File: config.mk
export PLATFORM = sky130hd
export DESIGN_NAME = mips_loader
export DESIGN_NICKNAME = d
export VERILOG_FILES = /design/src/rtl/mips_loader.sv
export SDC_FILE = /design/constraint.sdc
export NUM_CORES = 1
export LEC_CHECK = 0
export CORE_UTILIZATION = 44
export CTS_BUF_LIST = sky130_fd_sc_hd__clkbuf_8
export CTS_CLUSTER_DIAMETER = 40
export DETAILED_ROUTE_END_ITERATION = 16
export PLACE_DENSITY = 0.78
export REMOVE_ABC_BUFFERS = 1
export SLEW_MARGIN = 15
export SYNTH_ARGS = -nofsm -noshare
export SYNTH_HDL_FRONTEND = slang
export SYNTH_SLANG_ARGS = --single-unit
File: constraint.sdc
create_clock -name clk1 -period 2.27 [get_ports clk1]
set_input_delay 0.454 -clock clk1 [delete_from_list [all_inputs] [get_ports clk1]]
set_output_delay 0.454 -clock clk1 [all_outputs]
set_load 0.05 [all_outputs]
File: src/rtl/mips_loader.sv
// rtl/mips_loader.sv - host program loader and register dumper for pipe_MIPS32
// Optional LOADER_CHECKSUM_EN appends an XOR-of-program word (CHECK state) after the dump.
module mips_loader #(
  parameter int ADDR_W     = 10,
  parameter int DUMP_COUNT = 32
) (
  input  logic              clk1,
  input  logic              rst,
  input  logic              in_valid,
  output logic              in_ready,
  input  logic [31:0]       in_data,
  output logic              mem_we,
  output logic [ADDR_W-1:0] mem_addr,
  output logic [31:0]       mem_wdata,
  output logic              core_start,
  input  logic              core_halted,
  output logic [4:0]        reg_addr,
  input  logic [31:0]       reg_rdata,
  output logic              out_valid,
  input  logic              out_ready,
  output logic [31:0]       out_data,
  output logic              done,
  output logic [ADDR_W:0]   load_count
);

  localparam logic [31:0] HLT      = 32'hfc000000;
  localparam logic [5:0]  LAST_IDX = 6'(DUMP_COUNT - 1);

  typedef enum logic [2:0] {
    S_LOAD,
    S_START,
    S_RUN,
    S_DUMP,
`ifdef LOADER_CHECKSUM_EN
    S_CHECK,
`endif
    S_DONE
  } state_t;

  state_t              state, state_d;
  logic                mem_we_d, core_start_d, out_valid_d, done_d;
  logic [ADDR_W-1:0]   mem_addr_d;
  logic [31:0]         mem_wdata_d, out_data_d;
  logic [4:0]          reg_addr_d;
  logic [ADDR_W:0]     load_count_d;
  logic [5:0]          widx, widx_d;
  logic                accept;
`ifdef LOADER_CHECKSUM_EN
  logic [31:0]         csum, csum_d;
`endif

  assign in_ready = (state == S_LOAD) && !rst;
  assign accept   = in_valid && in_ready;

  always_comb begin
    state_d      = state;
    mem_we_d     = 1'b0;
    mem_addr_d   = mem_addr;
    mem_wdata_d  = mem_wdata;
    core_start_d = 1'b0;
    reg_addr_d   = reg_addr;
    out_valid_d  = out_valid;
    out_data_d   = out_data;
    done_d       = done;
    load_count_d = load_count;
    widx_d       = widx;
`ifdef LOADER_CHECKSUM_EN
    csum_d       = csum;
`endif
    case (state)
      S_LOAD: begin
        if (accept) begin
          mem_we_d     = 1'b1;
          mem_addr_d   = load_count[ADDR_W-1:0];
          mem_wdata_d  = in_data;
          load_count_d = load_count + (ADDR_W+1)'(1);
`ifdef LOADER_CHECKSUM_EN
          csum_d       = csum ^ in_data;
`endif
          if (in_data == HLT || &load_count[ADDR_W-1:0])
            state_d = S_START;
        end
      end
      S_START: begin
        core_start_d = 1'b1;
        state_d      = S_RUN;
      end
      S_RUN: begin
        // HALTED seen during the start pulse is left over from the previous run
        if (core_halted && !core_start) begin
          state_d    = S_DUMP;
          reg_addr_d = 5'd0;
        end
      end
      S_DUMP: begin
        if (!out_valid) begin
          out_valid_d = 1'b1;
          out_data_d  = reg_rdata;
          reg_addr_d  = reg_addr + 5'd1;
          widx_d      = 6'd0;
        end else if (out_ready) begin
          if (widx == LAST_IDX) begin
`ifdef LOADER_CHECKSUM_EN
            out_data_d  = csum;
            state_d     = S_CHECK;
`else
            out_valid_d = 1'b0;
            out_data_d  = 32'd0;
            done_d      = 1'b1;
            state_d     = S_DONE;
`endif
          end else begin
            out_data_d  = reg_rdata;
            reg_addr_d  = reg_addr + 5'd1;
            widx_d      = widx + 6'd1;
          end
        end
      end
`ifdef LOADER_CHECKSUM_EN
      S_CHECK: begin
        if (out_ready) begin
          out_valid_d = 1'b0;
          out_data_d  = 32'd0;
          done_d      = 1'b1;
          state_d     = S_DONE;
        end
      end
`endif
      S_DONE: begin
      end
      default: state_d = S_LOAD;
    endcase
  end

  always_ff @(posedge clk1) begin
    if (rst) begin
      state      <= S_LOAD;
      mem_we     <= 1'b0;
      mem_addr   <= '0;
      mem_wdata  <= 32'd0;
      core_start <= 1'b0;
      reg_addr   <= 5'd0;
      out_valid  <= 1'b0;
      out_data   <= 32'd0;
      done       <= 1'b0;
      load_count <= '0;
      widx       <= 6'd0;
`ifdef LOADER_CHECKSUM_EN
      csum       <= 32'd0;
`endif
    end else begin
      state      <= state_d;
      mem_we     <= mem_we_d;
      mem_addr   <= mem_addr_d;
      mem_wdata  <= mem_wdata_d;
      core_start <= core_start_d;
      reg_addr   <= reg_addr_d;
      out_valid  <= out_valid_d;
      out_data   <= out_data_d;
      done       <= done_d;
      load_count <= load_count_d;
      widx       <= widx_d;
`ifdef LOADER_CHECKSUM_EN
      csum       <= csum_d;
`endif
    end
  end

endmodule

## After elaboration in Yosys (flattened, before gate mapping)

Cells that the tools add are included.

| storage, ports and cells | value |
|---|---|
| register bits | 103 |
| bits in latches | 0 |
| memory bits (writable) | 0 |
| ROM bits | 0 |
| input port bits | 69 |
| output and inout port bits | 95 |
| logic and storage cells | 71 |
| memories kept | 0 |

| operators by class | value |
|---|---|
| add/subtract/negate cells | 3 |
| $mul | 0 |
| div/mod/pow operators | 0 |
| order comparisons | 0 |
| equal/unequal tests | 16 |
| shift-type cells | 0 |
| multiplexer cells | 23 |
| bitwise gates (word level) | 2 |
| reductions and logical operators | 16 |

Operators with widths:

| cell | number |
|---|---|
| 32-bit two-way mux | 3 |
| 32-bit == test, second input constant | 1 |
| 5-bit two-way mux | 4 |
| 3-bit two-way mux | 6 |
| 6-bit two-way mux | 3 |
| 3-bit one-hot mux with 5 select lines | 1 |
| 2-bit != test, second input constant | 6 |
| 11-bit by 1-bit adder with 11-bit output, second input constant | 1 |
| 5-bit one-hot mux with 2 select lines | 1 |
| 10-bit AND reduction | 1 |
| 4-bit AND reduction | 2 |
| 7-bit AND reduction | 1 |
| 6-bit by 1-bit adder with 6-bit output, second input constant | 1 |
| 3-bit by 2-bit == test with 1-bit output, second input constant | 2 |
| 6-bit by 5-bit == test with 1-bit output, second input constant | 1 |
| 3-bit != test, second input constant | 2 |
| 5-bit by 1-bit adder with 5-bit output, second input constant | 1 |
| 1-bit two-way mux | 5 |
| 2-bit by 1-bit != test with 1-bit output, second input constant | 2 |
| 2-bit AND reduction | 2 |
| 3-bit by 1-bit == test with 1-bit output, second input constant | 1 |
| 3-bit == test, second input constant | 1 |
| 1-bit logical AND | 3 |
| 3-bit logical NOT | 1 |
| other kinds (6) | 8 |

## Longest topological paths before layout

| logic depth | value |
|---|---|
| depth in word-level cells | 5 |
| gate-level depth with buffers | 8 |
| mapped depth without buffers | 6 |

## Worst setup path before layout

OpenSTA, ideal clock, no wires.

| timing path | value |
|---|---|
| path type | register to register |
| from | register state[2] |
| to | register state[0] |
| setup time | 0.112 ns |
| arrival time | 1.999 ns |
| required time | 2.158 ns |
| slack | 0.159 ns |
| cell stages (with the launch flop) | 5 |
| path buffers | 0 |
| period minus slack after synthesis | 2.111 ns |
| cells stage by stage | dfxtp_1 -> nor4_4 -> nand2_2 -> o31a_1 -> a2111oi_1 |

| on the way | value |
|---|---|
| word-level cells in the longest chain between the ends | 5 |
| elaborated cells on any way between the ends | 16 |
| classes of those cells | eq/ne (10); mux (1); bitwise (1); reduce/logical (4) |

Ends and longest elaborated chain:

| item | line | text |
|---|---|---|
| start: declaration | 40 | `state_t state, state_d;` |
| start signal: assignment | 152 | `state <= state_d;` |
| 3-bit logical NOT | 52 | `assign in_ready = (state == S_LOAD) && !rst;` |
| 1-bit logical AND | 52 |  |
| net in_ready | 10 | `output logic in_ready,` |
| 1-bit logical AND | 53 | `assign accept = in_valid && in_ready;` |
| 2-bit != test (no source line) | -- |  |
| 7-bit AND reduction (no source line) | -- |  |

The timed path passes the listed nets, and every way through them passes these cells.
A chain may end at the register's enable or synchronous reset.

## Worst setup path in the final report

| timing path | value |
|---|---|
| from | register load_count[3] |
| to | output load_count[3] |

RTL lines:

| item | line | text |
|---|---|---|
| start: declaration | 23 | `output logic [ADDR_W:0] load_count` |
| start signal: assignment | 161 | `load_count <= load_count_d;` |

No word-level cell between the ends.

==> impl_metrics.tcl <==
set metrics [dict create \
    cp-start-kind "register" \
    numCtsBuffers 9 \
    place_congestion 0.833 \
    clk_path_buf_depth 2 \
    synth_area_um2 3920 \
    grt_antenna_before_repair 0 \
    tns_ns 0 \
    synth-edff-count 0 \
    postRouteAntennaNets 0 \
    grt_pass1_wl_um 15300 \
    hold_buffers 0 \
    maxCapViolCount 0 \
    die_x_um 96.4 \
    dpl.hpwl_um 7300 \
    grt_pass1_vias 3296 \
    ctsResizeCount 0 \
    cp_cell_sequence "clkdlybuf4s50_1" \
    finalPower_mw 3.73 \
    fmax_ghz 0.467 \
    finalCriticalPeriod_ns 2.14 \
    synth.top_cell.area_share 0.526 \
    skew_ns 0.0123 \
    avgSynthCellArea_um2 8.84 \
    cp.arrival_ns 1.69 \
    die_h_um 96.4 \
    portBuffers 163 \
    finalCritPeriodShare 0.943 \
    dp.cells 697 \
    synth_seq_cells 103 \
    n_antenna_cell 0 \
    cts_sinks 103 \
    synthTopCellsByCount "103 x dfxtp_1, 97 x nand2_1, 52 x nor2_1" \
    fillers 704 \
    cts_setup_buffers 0 \
    grtUsageTotal 0.213 \
    clkSlewWorstSetupHoldPaths_ns 0.10 \
    initial_core_util 0.451 \
    finalNetCount 672 \
    wire_per_inst_um 14.2 \
    cts_root_buf "clkbuf_8" \
    ys_seq_area_frac 0.526 \
    crit_required_ns 1.82 \
    dr.pass1.iters 4 \
    setup_viol 0 \
    path_buf_inv 1 \
    clock_latency_ns 0.37 \
    gr-total-overflow 0 \
    io_pins 164 \
    grt_max_degree 97 \
    die_area_um2 9280 \
    wl_um 10100 \
    cpPeakStageDelay_ns 0.86 \
    synth_most_common_cell "dfxtp_1" \
    cts_htree_levels 3 \
    grt_setup_unrepaired "false" \
    placed_cell_area_um2 5660 \
    leakagePower_nw 2.25 \
    syn_inst 443 \
    vias_per_cell 5.14 \
    vias 3663 \
    drc_errors 0 \
    holdWs_ns 0.470 \
    critPathTopFamily "buffers and inverters" \
    worst_slew_pin_slew_ns 0.839 \
    area_growth_pct 49.3 \
    drive_gt1_frac 0.0612 \
    fin_area_um2 5850 \
    ys_warn_count 0 \
    synthArstFlopShare 0 \
    synth_area_leaders "dfxtp_1 53%, nand2_1 9.3%, nand3b_1 8.0%, a22oi_1 6.1%, nor2_1 5.0%" \
    outcome "finished, final reports clean" \
    cts_tree "built" \
    critPathMaxFanout 7 \
    p_per_area_nw_per_um2 637 \
    core_um2 8680 \
    synth_top_flop_cell "dfxtp_1" \
    hold_violations 0 \
    ir_worst_vdd_v 0.000517 \
    end_kind "primary output" \
    std_cell_rows 34 \
    synth.distinct_cells 40 \
    criticalPathCategory "register to primary output" \
    worstHoldPathType "register to register" \
    finalNonFillerCells 713 \
    yosysTopAreaCell "dfxtp_1" \
    crit_path_top_delay_cell "clkdlybuf4s50_1" \
    drt_iter0_markers 146 \
    slew_headroom 0.441 \
    slew_viol_final 0 \
]
==> per-stage QoR <==
| step | util | setup WS [ns] |
|---|---|---|
| finish | 0.674 | 0.129 |
| global route | 0.674 | 0.0602 |
| CTS | 0.674 | 0.112 |
| detailed placement | 0.652 | -0.0274 |
| global placement | 0.652 | 0.0423 |
| floorplan | - | -0.381 |
==> cells in the final DEF, fill, tap and decap left out, types with 7 or more instances in the layout <==
master           instances
xnor2_1                  7
nand2_1                 97
clkbuf_8                 9
buf_4                   11
clkdlybuf4s50_1        161
nor2_1                  52
nor4_1                   8
nand3b_1                42
xor2_1                   8
nand3_1                 10
dfxtp_1                103
a22oi_1                 32
a21oi_1                  9
==> power by group <==
| group | internal, mW | switching (mW) | leakage [nW] |
|---|---|---|---|
| logic | 0.284 | 0.420 | 1.32 |
| clock network | 0.422 | 0.680 | 0.0934 |
| registers | 1.88 | 0.0443 | 0.837 |
| total | 2.58 | 1.14 | 2.25 |
==> area by class of cell <==
cell class,instances,area (um^2),share of cell area
Inverter,5,18.8,0.00321
Clock buffer,9,124,0.0212
Multi-Input combinational cell,307,1720,0.295
Clock inverter,7,65.1,0.0111
Sequential cell,103,2060,0.353
Timing Repair Buffer,174,1720,0.294
Tap cell,108,135,0.0231
==> worst paths after layout <==
check	start	endpoint	slack, ns	cells past startpoint
max	load_count[3]	load_count[3]	0.13	1
min	mem_addr[0]	mem_addr[0]	0.47	2
max reg2reg	state[0]	reg_addr[4]	0.33	5
min reg2reg	mem_addr[0]	mem_addr[0]	0.47	2
==> logic make-up after synthesis <==
kind of cell,count (synthesis),synth area share
AO/OA/AOI/OAI,55,0.0968
XOR/XNOR,15,0.0335
adder cells (fa/ha/maj),3,0.00958
buffers and inverters,33,0.0335
flip-flops,103,0.526
AND/OR/NAND/NOR,234,0.300
==> metal layers <==
layer / up-vias / track usage / wire, um
met1: 1732 / 0.264 / 4280
met5: - / 0 / 0
met2: 90 / 0.363 / 5240
met4: 0 / 0.0748 / 174
met3: 15 / 0.0490 / 433
li1: 1826 / - / -
==> flip-flops by register name (all words and copies together) (netlist names) <==
name,flops
core_start,1
done,1
load_count,11
mem_addr,10
mem_wdata,32
mem_we,1
out_data,32
out_valid,1
reg_addr,5
state,3
widx,6
No activity file was read; power rests on OpenSTA's default activity.
